===== src/rtl/ws2812_serializer.sv =====
// WS2812 single-wire line driver: pulls colour bytes from upstream and serialises them
// MSB-first with fixed high/low pulse widths, then holds the line low for the latch interval.
module ws2812_serializer #(
  parameter int T0H_CYCLES   = 4,
  parameter int T1H_CYCLES   = 8,
  parameter int BIT_CYCLES   = 15,
  parameter int LATCH_CYCLES = 3600,
  parameter int NUM_BYTES    = 120
) (
  input  logic       clk,
  input  logic       rst_n,
  input  logic       start,
  input  logic [7:0] byte_in,
  output logic       byte_req,
  output logic       busy,
  output logic       done,
  output logic       dout
);

  localparam int CNT_MAX = (BIT_CYCLES > LATCH_CYCLES) ? BIT_CYCLES : LATCH_CYCLES;
  localparam int CW      = $clog2(CNT_MAX) + 1;
  localparam int BW      = $clog2(NUM_BYTES) + 1;

  localparam logic [CW-1:0] BIT_LAST   = CW'(BIT_CYCLES - 1);
  localparam logic [CW-1:0] LATCH_LAST = CW'(LATCH_CYCLES - 1);
  localparam logic [CW-1:0] T0H_W      = CW'(T0H_CYCLES);
  localparam logic [CW-1:0] T1H_W      = CW'(T1H_CYCLES);
  localparam logic [BW-1:0] NB_W       = BW'(NUM_BYTES);

  typedef enum logic [1:0] {
    S_IDLE  = 2'd0,
    S_BIT   = 2'd1,
    S_LATCH = 2'd2
  } state_t;

  state_t        state_q, state_d;
  logic [CW-1:0] cyc_q, cyc_d;
  logic [2:0]    bit_q, bit_d;
  logic [BW-1:0] byte_q, byte_d;
  logic [7:0]    sh_q, sh_d;
  logic          req_d, done_d, busy_d, dout_d;

  always_ff @(posedge clk or negedge rst_n) begin
    if (!rst_n) begin
      state_q  <= S_IDLE;
      cyc_q    <= '0;
      bit_q    <= '0;
      byte_q   <= '0;
      sh_q     <= '0;
      byte_req <= 1'b0;
      busy     <= 1'b0;
      done     <= 1'b0;
      dout     <= 1'b0;
    end else begin
      state_q  <= state_d;
      cyc_q    <= cyc_d;
      bit_q    <= bit_d;
      byte_q   <= byte_d;
      sh_q     <= sh_d;
      byte_req <= req_d;
      busy     <= busy_d;
      done     <= done_d;
      dout     <= dout_d;
    end
  end

  always_comb begin
    state_d = state_q;
    cyc_d   = cyc_q;
    bit_d   = bit_q;
    byte_d  = byte_q;
    sh_d    = sh_q;
    req_d   = 1'b0;
    done_d  = 1'b0;

    case (state_q)
      S_IDLE: begin
        if (start) begin
          sh_d    = byte_in;
          bit_d   = 3'd0;
          cyc_d   = '0;
          byte_d  = BW'(1);
          req_d   = 1'b1;
          state_d = S_BIT;
        end
      end

      S_BIT: begin
        if (cyc_q == BIT_LAST) begin
          cyc_d = '0;
          if (bit_q != 3'd7) begin
            sh_d  = {sh_q[6:0], 1'b0};
            bit_d = bit_q + 3'd1;
          end else if (byte_q < NB_W) begin
            // Back-to-back byte: the next byte's first bit follows with no gap
            sh_d   = byte_in;
            bit_d  = 3'd0;
            byte_d = byte_q + BW'(1);
            req_d  = 1'b1;
          end else begin
            state_d = S_LATCH;
          end
        end else begin
          cyc_d = cyc_q + CW'(1);
        end
      end

      S_LATCH: begin
        if (cyc_q == LATCH_LAST) begin
          cyc_d   = '0;
          byte_d  = '0;
          done_d  = 1'b1;
          state_d = S_IDLE;
        end else begin
          cyc_d = cyc_q + CW'(1);
        end
      end

      default: begin
        state_d = S_IDLE;
        cyc_d   = '0;
        bit_d   = '0;
        byte_d  = '0;
      end
    endcase

    // Outputs are derived from the next state so they can be registered with no extra lag
    busy_d = (state_d != S_IDLE);
    dout_d = (state_d == S_BIT) && (cyc_d < (sh_d[7] ? T1H_W : T0H_W));
  end

endmodule


===== config.mk =====
export PLATFORM = sky130hd
export DESIGN_NAME = ws2812_serializer
export DESIGN_NICKNAME = d
export VERILOG_FILES = /design/src/rtl/ws2812_serializer.sv
export SDC_FILE = /design/constraint.sdc
export NUM_CORES = 1
export LEC_CHECK = 0
export ABC_AREA = 1
export BUFFER_PORTS_ARGS = -buffer_cell sky130_fd_sc_hd__buf_4
export CAP_MARGIN = 30
export CELL_PAD_IN_SITES_DETAIL_PLACEMENT = 1
export CELL_PAD_IN_SITES_GLOBAL_PLACEMENT = 2
export CORE_MARGIN = 2
export CORE_UTILIZATION = 35
export CTS_CLUSTER_DIAMETER = 100
export DETAILED_ROUTE_END_ITERATION = 7
export HOLD_SLACK_MARGIN = 0.12
export MAX_ROUTING_LAYER = met4
export PLACE_DENSITY = 0.85
export SLEW_MARGIN = 25
export SYNTH_ARGS = -nofsm -noshare
export SYNTH_HDL_FRONTEND = slang
export SYNTH_SLANG_ARGS = --single-unit

===== constraint.sdc =====
create_clock -name clk -period 2.5 [get_ports clk]
set_input_delay 0.125 -clock clk [delete_from_list [all_inputs] [get_ports clk]]
set_output_delay 0.125 -clock clk [all_outputs]
set_load 0.02 [all_outputs]

==> impl_metrics.tcl <==
set metrics [dict create \
    cts_tree "built" \
    die_height_um 86.6 \
    synth_most_common_cell "nand2_1" \
    path_clk_slew_ps 80 \
    rows 30 \
    rsz0062_at_grt "false" \
    grt_overflow 0 \
    fin_crit_sh_pct 89.0 \
    synth_largest_area_cell "dfrtp_1" \
    synthSimpleGateAreaFrac_pct 37.3 \
    worstPathCellList "inv_1 > ha_1 > nand3_1 > nor2_2 > nand2_2 > nand2_4 > nand2_8 > a21oi_1 > a21oi_1 > ha_1 > inv_1 > nand2_1 > nor3_1 > nand2_1 > nor2_1" \
    area_growth_pct 15.1 \
    cp_max_fo 10 \
    hold_viol 0 \
    use_met3_pct 2.95 \
    synth_top_family_by_area "simple AND/OR/NAND/NOR gates" \
    diodes 0 \
    crit_slowest_cell "dfrtp_1" \
    total_power_w 0.00111 \
    ir_drop_uv 231 \
    cp-start-kind "flip-flop" \
    ios 15 \
    vias_per_cell 4.95 \
    syn_area_mm2 0.00239 \
    grt_busiest_layer "met2" \
    globalRouteTotalUtil_pct 18.6 \
    fin_nets 360 \
    antenna_found_initial 0 \
    cts_buffers 5 \
    period_needed_ps 2230 \
    wire_per_inst_um 14.6 \
    r2r_slack_ps 270 \
    synth_edf_count 0 \
    grt_use_met1_pct 24.8 \
    cts.sinks 38 \
    place.gp.congestion 0.775 \
    tightest_slew_ps 512 \
    p_leak_nw 1.38 \
    multiInputGateArea_mm2 0.00125 \
    place_hpwl_mm 4.62 \
    synth.area.top_cells "dfrtp_1 (40%), nand2_1 (16%), nor2_1 (5.0%), inv_1 (4.9%), nand3_1 (4.8%)" \
    initialDrtViolationCount 86 \
    synth.distinct_cells 35 \
    clock_latency_ps 300 \
    grt_pass1_vias 2121 \
    synth_seq_cells 38 \
    netlist_instances 316 \
    utilization_pct 41.2 \
    dieArea_mm2 0.00750 \
    setup_tns_ps 0 \
    core_area_mm2 0.00668 \
    synth_commonest_cells "nand2_1 (101), dfrtp_1 (38), nor2_1 (32), inv_1 (31), nand3_1 (23)" \
    synth_mux_area_share_pct 0 \
    hold_ws_ps 200 \
    critPathKind "reg -> reg" \
    ys_warn_count 0 \
    synth_compound_area_share_pct 9.42 \
    ys_async_sr_fraction_pct 100 \
    synth-xor-area-share_pct 2.57 \
    use_met2_pct 29.9 \
    r2r_cells 15 \
    synth.avg_cell_area_um2 7.56 \
    io_buffers 14 \
    critPathMaxStageDelay_ps 410 \
    syn_nets 333 \
    power_per_cell_area_mw_per_mm2 403 \
    ant_nets 0 \
    ys_seq_area_share_pct 39.8 \
    synth_adder_area_share_pct 3.14 \
    start_util_pct 35.8 \
    worstPathRequired_ps 2720 \
    firstDrtPassIters 4 \
    whs_path_depth 3 \
    crit_path_end_kind "flip-flop" \
    wl_mm 6.18 \
    status "finished, final reports clean" \
    fin_worst_skew_ps 11.3 \
    hp-class "in -> reg" \
    grt_first_pass_wirelength_mm 10.5 \
    fmax_mhz 449 \
    slew_headroom_pct 65.9 \
    cts_root_buffer "clkbuf_8" \
    clock_path_buffers 2 \
    vias 2099 \
    synth-main-ff-cell "dfrtp_1" \
    drive_above_1_share_pct 18.9 \
    cap_violations 0 \
    drc 0 \
    post_cts_buffers 0 \
    synth_top_area_share_pct 39.8 \
    htreeDepth 2 \
    regArea_um2 951 \
    drv_slew 0 \
    cp_data_arrival_time_ps 2450 \
    die_w_um 86.6 \
    setup_viol 0 \
    grt_max_degree 39 \
    n_fill_cell 852 \
]
==> stage by stage <==
| step | instances | worst slack [ps] | cell area (um^2) |
|---|---|---|---|
| after floorplan | 316 | 572 | 2390 |
| after global placement | 408 | 399 | 2580 |
| after detailed placement | 408 | 294 | 2580 |
| after CTS | 424 | 246 | 2750 |
| after global routing | 424 | 25.9 | 2750 |
| final | 424 | 274 | 2750 |
==> critical path: cells and delay by family, from the launching register on <==
| kind | cells | cell delay, ps |
|---|---|---|
| compound gates | 2 | 230 |
| fa+ha+maj | 2 | 430 |
| buf+inv | 2 | 170 |
| flops | 1 | 410 |
| simple gates | 9 | 900 |
==> kinds of logic after synthesis <==
family                   Yosys count
AND/OR/NAND/NOR                  191
buffers and inverters             44
flip-flops                        38
AO/OA/AOI/OAI                     30
XOR/XNOR                           7
adder cells (fa/ha/maj)            6
==> path summary, 6_finish.rpt <==
kind                                       from                    end
max                        cyc_q[0]$_DFFE_PN0P_         dout$_DFF_PN0_
min in group asynchronous                 rst_n  byte_q[5]$_DFFE_PN0P_
max in group asynchronous                 rst_n     cyc_q[8]$_DFF_PN0_
min reg2reg                bit_q[2]$_DFFE_PN0P_   bit_q[2]$_DFFE_PN0P_
min                                       start     byte_req$_DFF_PN0_
max reg2reg                cyc_q[0]$_DFFE_PN0P_         dout$_DFF_PN0_
==> cells in the final DEF (no fill, tap or decap) <==
master,count
dlygate4sd3_1,8
a22oi_2,1
nand4_1,7
buf_4,16
o21ai_1,1
xnor2_1,1
inv_1,31
nand2_1,101
clkinv_2,1
o211ai_1,2
nand2_4,2
ha_1,6
nor3_2,2
and3_1,1
nor2_2,8
nand2_8,1
clkbuf_8,6
nor3_1,2
o31ai_2,3
a21oi_2,3
or2_2,1
o2111ai_1,5
o21ai_0,5
nand2_2,6
a22o_1,1
nor4_1,1
inv_4,1
nor2_1,32
inv_2,8
nor2_4,3
xor2_1,6
o31ai_1,1
nand3_1,23
dfrtp_1,38
clkinvlp_4,1
o21ai_2,1
a21oi_1,7
nor2_8,1
==> registers in the layout (all words and copies together), names as in the netlist <==
| register | count |
|---|---|
| cyc_q | 13 |
| byte_q | 8 |
| sh_q | 8 |
| bit_q | 3 |
| state_q | 2 |
| busy | 1 |
| byte_req | 1 |
| done | 1 |
| dout | 1 |
==> timing repair <==
action / CTS / global route
hold endpoints to repair: 45 / 0
resized for setup: 0 / 0
hold buffers: 8 / 0
==> layout make-up <==
| type | count | area share (%) |
|---|---|---|
| Tap cell | 80 | 3.64 |
| Timing Repair Buffer | 24 | 7.28 |
| Clock buffer | 6 | 3.00 |
| Clock inverter | 2 | 0.455 |
| Multi-Input combinational cell | 234 | 45.5 |
| Sequential cell | 38 | 34.6 |
| Inverter | 40 | 5.55 |
==> report_power, final <==
part           internal (W)  switching (W)
clock              0.000222       0.000233
combinational     0.0000190      0.0000192
sequential         0.000615    0.000000577
==> per-layer routing <==
layer  vias to the layer above  routed length [um]
met1                       998                3060
met2                        30                2910
li1                       1065                   -
met5                         -                   0
met3                         6                 169
met4                         0                  46
Power figures use the tool's default switching activity.
